**src/rtl/frame_buffer_eth_reader.sv**
```systemverilog
// Streams the frame buffer out as one packet per row: SOF, row index,
// H_PIXELS pixel bytes and an XOR checksum, fed by a BRAM prefetch queue.
module frame_buffer_eth_reader #(
  parameter int          H_PIXELS     = 320,
  parameter int          V_PIXELS     = 240,
  parameter int          BRAM_LATENCY = 2,
  parameter int          FIFO_DEPTH   = 4,
  parameter int          GAP_CYCLES   = 12,
  parameter logic [7:0]  SOF_BYTE     = 8'hA5
) (
  input  logic        clk_in,
  input  logic        rst_in,
  input  logic        start_in,
  output logic [16:0] pixel_addr_out,
  input  logic [7:0]  pixel_from_bram,
  output logic [7:0]  axiod,
  output logic        axiov,
  input  logic        axiir,
  output logic        axiolast,
  output logic        busy_out,
  output logic        frame_done_out
);

  localparam int TOTAL = H_PIXELS * V_PIXELS;
  localparam int AW    = (FIFO_DEPTH > 1) ? $clog2(FIFO_DEPTH) : 1;
  localparam int CW    = $clog2(H_PIXELS + 1);
  localparam int GW    = $clog2(GAP_CYCLES + 1);
  localparam int SW    = 8;

  typedef enum logic [2:0] {
    S_IDLE,
    S_SOF,
    S_ROW,
    S_PIXELS,
    S_CHECK,
    S_GAP
  } state_t;

  state_t r_state;
  state_t w_next;

  logic [16:0]           r_rd_addr;
  logic                  r_rd_done;
  logic [BRAM_LATENCY-1:0] r_tag;
  logic [7:0]            r_mem [FIFO_DEPTH];
  logic [AW-1:0]         r_wptr;
  logic [AW-1:0]         r_rptr;
  logic [AW:0]           r_count;
  logic [7:0]            r_row;
  logic [CW-1:0]         r_col;
  logic [GW-1:0]         r_gap;
  logic [7:0]            r_csum;
  logic                  r_frame_done;

  logic                  w_busy;
  logic                  w_xfer;
  logic                  w_empty;
  logic                  w_push;
  logic                  w_pop;
  logic                  w_issue;
  logic [7:0]            w_head;
  logic [SW-1:0]         w_inflight;
  logic [SW-1:0]         w_used;

  assign w_busy         = (r_state != S_IDLE);
  assign w_xfer         = axiov && axiir;
  assign w_empty        = (r_count == '0);
  assign w_head         = r_mem[r_rptr];
  assign w_push         = r_tag[BRAM_LATENCY-1];
  assign w_pop          = (r_state == S_PIXELS) && !w_empty && axiir;
  assign busy_out       = w_busy;
  assign frame_done_out = r_frame_done;
  assign pixel_addr_out = r_rd_addr;

  always_comb begin
    w_inflight = '0;
    for (int i = 0; i < BRAM_LATENCY; i++) begin
      w_inflight = w_inflight + SW'(r_tag[i]);
    end
  end

  // Credit reads in flight as occupied so returning data always has a slot
  assign w_used  = SW'(r_count) + w_inflight;
  assign w_issue = w_busy && !r_rd_done &&
                   (w_used < SW'(FIFO_DEPTH));

  always_ff @(posedge clk_in or posedge rst_in) begin
    if (rst_in) begin
      r_state <= S_IDLE;
    end else begin
      r_state <= w_next;
    end
  end

  always_comb begin
    w_next   = r_state;
    axiod    = '0;
    axiov    = 1'b0;
    axiolast = 1'b0;
    unique case (r_state)
      S_IDLE: begin
        if (start_in) w_next = S_SOF;
      end
      S_SOF: begin
        axiod = SOF_BYTE;
        axiov = 1'b1;
        if (axiir) w_next = S_ROW;
      end
      S_ROW: begin
        axiod = r_row;
        axiov = 1'b1;
        if (axiir) w_next = S_PIXELS;
      end
      S_PIXELS: begin
        axiod = w_head;
        axiov = !w_empty;
        if (w_pop && r_col == CW'(H_PIXELS - 1)) begin
          w_next = S_CHECK;
        end
      end
      S_CHECK: begin
        axiod    = r_csum;
        axiov    = 1'b1;
        axiolast = 1'b1;
        if (axiir) w_next = S_GAP;
      end
      S_GAP: begin
        if (r_gap == GW'(GAP_CYCLES - 1)) begin
          if (r_row == 8'(V_PIXELS - 1)) w_next = S_IDLE;
          else                           w_next = S_SOF;
        end
      end
      default: w_next = S_IDLE;
    endcase
  end

  always_ff @(posedge clk_in or posedge rst_in) begin
    if (rst_in) begin
      r_rd_addr    <= '0;
      r_rd_done    <= 1'b0;
      r_row        <= '0;
      r_col        <= '0;
      r_gap        <= '0;
      r_csum       <= '0;
      r_frame_done <= 1'b0;
    end else begin
      r_frame_done <= (r_state == S_GAP) && (w_next == S_IDLE);
      if (w_issue) begin
        if (r_rd_addr == 17'(TOTAL - 1)) r_rd_done <= 1'b1;
        else                             r_rd_addr <= r_rd_addr + 1'b1;
      end
      unique case (r_state)
        S_IDLE: begin
          if (start_in) begin
            r_row     <= '0;
            r_rd_addr <= '0;
            r_rd_done <= 1'b0;
          end
        end
        S_SOF: begin
          if (w_xfer) begin
            r_csum <= '0;
            r_col  <= '0;
          end
        end
        S_ROW: begin
          if (w_xfer) r_csum <= r_row;
        end
        S_PIXELS: begin
          if (w_pop) begin
            r_csum <= r_csum ^ w_head;
            r_col  <= r_col + 1'b1;
          end
        end
        S_CHECK: begin
          if (w_xfer) r_gap <= '0;
        end
        S_GAP: begin
          r_gap <= r_gap + 1'b1;
          if (w_next == S_SOF) r_row <= r_row + 1'b1;
        end
        default: ;
      endcase
    end
  end

  // Tag pipeline mirrors the BRAM latency; clearing it drops stale returns
  always_ff @(posedge clk_in or posedge rst_in) begin
    if (rst_in) begin
      r_tag   <= '0;
      r_wptr  <= '0;
      r_rptr  <= '0;
      r_count <= '0;
    end else begin
      r_tag[0] <= w_issue;
      for (int i = 1; i < BRAM_LATENCY; i++) begin
        r_tag[i] <= r_tag[i-1];
      end
      if (w_push) r_wptr <= r_wptr + 1'b1;
      if (w_pop)  r_rptr <= r_rptr + 1'b1;
      unique case ({w_push, w_pop})
        2'b10:   r_count <= r_count + 1'b1;
        2'b01:   r_count <= r_count - 1'b1;
        default: ;
      endcase
    end
  end

  always_ff @(posedge clk_in) begin
    if (w_push) r_mem[r_wptr] <= pixel_from_bram;
  end

endmodule

```
**config.mk**
```make
export PLATFORM = sky130hd
export DESIGN_NAME = frame_buffer_eth_reader
export DESIGN_NICKNAME = d
export VERILOG_FILES = /design/src/rtl/frame_buffer_eth_reader.sv
export SDC_FILE = /design/constraint.sdc
export NUM_CORES = 1
export LEC_CHECK = 0
export BUFFER_PORTS_ARGS = -buffer_cell sky130_fd_sc_hd__clkbuf_2
export CAP_MARGIN = 20
export CORE_MARGIN = 2
export CORE_UTILIZATION = 50
export CTS_CLUSTER_DIAMETER = 40
export DETAILED_ROUTE_END_ITERATION = 8
export GPL_TIMING_DRIVEN = 1
export PLACE_DENSITY = 0.69
export SLEW_MARGIN = 20
export SYNTH_ARGS = -nofsm -noshare
export SYNTH_HDL_FRONTEND = slang
export SYNTH_SLANG_ARGS = --single-unit
export TNS_END_PERCENT = 30
```
**constraint.sdc**
```tcl
create_clock -name clk_in -period 2.8 [get_ports clk_in]
set_input_delay 0.14 -clock clk_in [delete_from_list [all_inputs] [get_ports clk_in]]
set_output_delay 0.14 -clock clk_in [all_outputs]
set_load 0.05 [all_outputs]
```
==> flow_summary_export.csv <==
group,metric,value,unit
setup_path,crit_type,"register to output pin",
synth,synth_top_family_by_area,"simple AND/OR/NAND/NOR gates",
global_routing,grt_pass1_wl,16100,um
timing,final-hold-violation-count,0,
floorplanning,coreArea,8720,um^2
timing,fmax,0.389,GHz
power,powerDensity,1100,nW/um^2
setup_path,cp.arrival,2.43,ns
final_layout,final_area,5120,um^2
route,vias,3366,
synth,synth-async-reset-ratio,65.2,%
job,maxCapViolCount,0,
cts,cts_sinks,92,
hold_path,hold_class,"input pin to register",
synth,synthFlopType,"dfrtp_1",
run_status,status,"complete, no violations",
global_routing,grt.total_usage,20.7,%
synth,ys_seq_area_share,54.8,%
synth,syn_avg_cell_area,11.0,um^2
synth,muxShareOfSynthArea,4.93,%
synth,synth_compound_area_share,12.5,%
route,wirelength,9660,um
route,wl_per_cell,16.8,um
timing,relSlewSlack,48.4,%
final_layout,drive_gt1_share,17.7,%
synth,ys_seq_elements,92,
timing,finalSetupViolCount,0,
floorplanning,floorplan.die_area,9760,um^2
floorplanning,die_y,98.8,um
synth,synthesis.nets,432,
setup_path,critical_path_required,2.66,ns
power,p_leak,2.16,nW
timing,period_needed,2.57,ns
global_routing,grt_start_max_net_pins,41,
timing,fin_ws,0.229,ns
floorplanning,start_util,51.5,%
final_layout,syn_to_final_growth,14.0,%
synth,synthXorXnorAreaFrac,4.48,%
route,viasPerCell,5.84,
hold_path,min_to,"r_row[4]$_DFFE_PP0P_",
cts,insertion_delay,0.37,ns
final_layout,final_cell_mix,"60 x dfrtp_1, 44 x nor2_1, 40 x clkbuf_2",
synth,synth_cell_types,57,
setup_path,crit_fanout,17,
setup_path,critPathLaunchType,"register",
synth,synthCells,409,
setup_path,r2r_slack,0.37,ns
final_layout,finish.net_count,486,
placement,place_area,4840,um^2
setup_path,r2r-start,"r_state[2]$_DFF_PP0_",
cts,cts_tree,"built",
timing,fin_crit_sh,91.8,%
synth,synth_edf_count,32,
floorplanning,rows,34,
timing,final_max_slew_viol_count,0,
global_routing,grt_overflow,0,
final_layout,fill_cells,722,
synth,synth_warnings,0,
hold_path,hold_start,"start_in",
synth,syn_area,4490,um^2
placement,hpwl,6720,um
timing,rsz0062_at_grt,"no",
setup_path,endpoint_kind,"output pin",
floorplanning,io_pins,41,
final_layout,diodes,0,
route,drc_errors,0,
cts,cts_setup_buffers,0,
timing,worst_pin_slew,0.773,ns
cts,cts_buffers,9,
final_layout,final_common_cell,"dfrtp_1",
cts,cts.clk_slew.worst_paths,0.10,ns
hold_path,min_path_cells,3,
global_routing,antenna_found_initial,0,
timing,finClkSkew,0.0120,ns
global_routing,grt_pass1_vias,3216,
final_layout,fin_util,58.8,%
cts,cts_max_path_buffers,2,
cts,root_buffer,"clkbuf_8",
route,ant_nets,0,
placement,port_buffers,40,
synth,yosys.area_share.simple,16.9,%
placement,dp_worst_setup_slack,0.309,ns
cts,h-tree-depth,3,
route,drtPass1Iterations,4,
power,peakVddDrop,468,uV
setup_path,rr_endpoint,"r_count[2]$_DFFE_PP0P_",
setup_path,reg2regPathDepth,10,
timing,setup_tns,0,ns
floorplanning,die_w,98.8,um
synth,synthAdderAreaFrac,3.23,%
route,drtIter0Drc,209,
timing,whs,0.268,ns
placement,place.gp.congestion,0.811,
report_power, final:
| group | switching (W) | internal (W) | leakage [nW] | total, W |
|---|---|---|---|---|
| combinational | 0.00174 | 0.000800 | 1.02 | 0.00254 |
| sequential | 0.000438 | 0.00179 | 1.05 | 0.00222 |
| clock | 0.000534 | 0.000345 | 0.0907 | 0.000879 |
| total | 0.00272 | 0.00293 | 2.16 | 0.00565 |
cells by family after synthesis:
| group | after synthesis |
|---|---|
| buf+inv | 33 |
| xor+xnor | 23 |
| fa+ha+maj | 11 |
| mux | 12 |
| flops | 92 |
| compound gates | 87 |
| simple gates | 151 |
worst max-delay path by stage:
stage	from	endpoint	slack, ns	cells past startpoint
finish	r_state[0]$_DFF_PP0_	axiod[7]	0.23	7
global route	r_state[1]$_DFF_PP0_	axiod[1]	0.10	5
CTS	r_state[0]$_DFF_PP0_	axiod[7]	0.28	7
detailed placement	r_count[2]$_DFFE_PP0P_	r_count[2]$_DFFE_PP0P_	0.31	10
global placement	r_count[2]$_DFFE_PP0P_	r_count[2]$_DFFE_PP0P_	0.42	10
floorplan	r_state[0]$_DFF_PP0_	axiod[0]	0.34	5
synthesized netlist by cell type, types with 11 or more instances:
cell	instances	area, um^2
a21oi_1	12	60.1
a22oi_1	11	82.6
clkbuf_1	12	45.0
dfrtp_1	60	1500
edfxtp_1	32	961
inv_1	16	60.1
nand2_1	38	143
nand3_1	14	70.1
nor2_1	44	165
o21ai_0	37	185
xor2_1	13	114
sequential cells by signal, indices dropped and copies added, names as in the netlist:
signal,count
r_wptr,2
r_row,8
r_mem,32
r_rd_done,1
r_tag,2
r_csum,8
r_count,3
frame_done_out,1
r_rptr,2
pixel_addr_out,17
r_state,3
r_col,9
r_gap,4
worst max-delay path: stages, from the launching register on:
cell	delay (ns)
dfrtp_1	0.40
buf_4	0.18
buf_4	0.19
inv_1	0.41
and2_0	0.36
a32oi_1	0.08
o21ai_0	0.13
clkbuf_2	0.31
final cells by class:
cell class	instances	area (um^2)	area share [%]
clock buffers	9	124	2.42
clock inverters	7	63.8	1.25
repair buffers	58	370	7.23
multi-input cells	284	1900	37.0
well taps	108	135	2.64
inverters	18	70.1	1.37
flip-flops and latches	92	2460	48.1
per-stage QoR:
step	power (W)	instances
4_1_cts	0.00565	576
2_1_floorplan	0.00412	409
6_report	0.00565	576
5_1_grt	0.00599	576
3_5_place_dp	0.00476	551
3_3_place_gp	0.00467	551
metal layers:
metal	vias to the layer above	track usage (%)	part of all wire, %
met4	0	6.64	1.1
li1	1587	-	-
met2	76	32.7	49
met3	8	3.40	4.1
met5	-	0	0
met1	1695	29.6	46
repair_timing:
| action | 4_1_cts | 5_1_grt |
|---|---|---|
| endpoints found under the setup margin | 0 | 1 |
| hold buffers | 9 | 0 |
| resized for setup | 0 | 1 |
| hold endpoints to repair | 52 | 0 |
No activity file was read; power rests on OpenSTA's default activity.
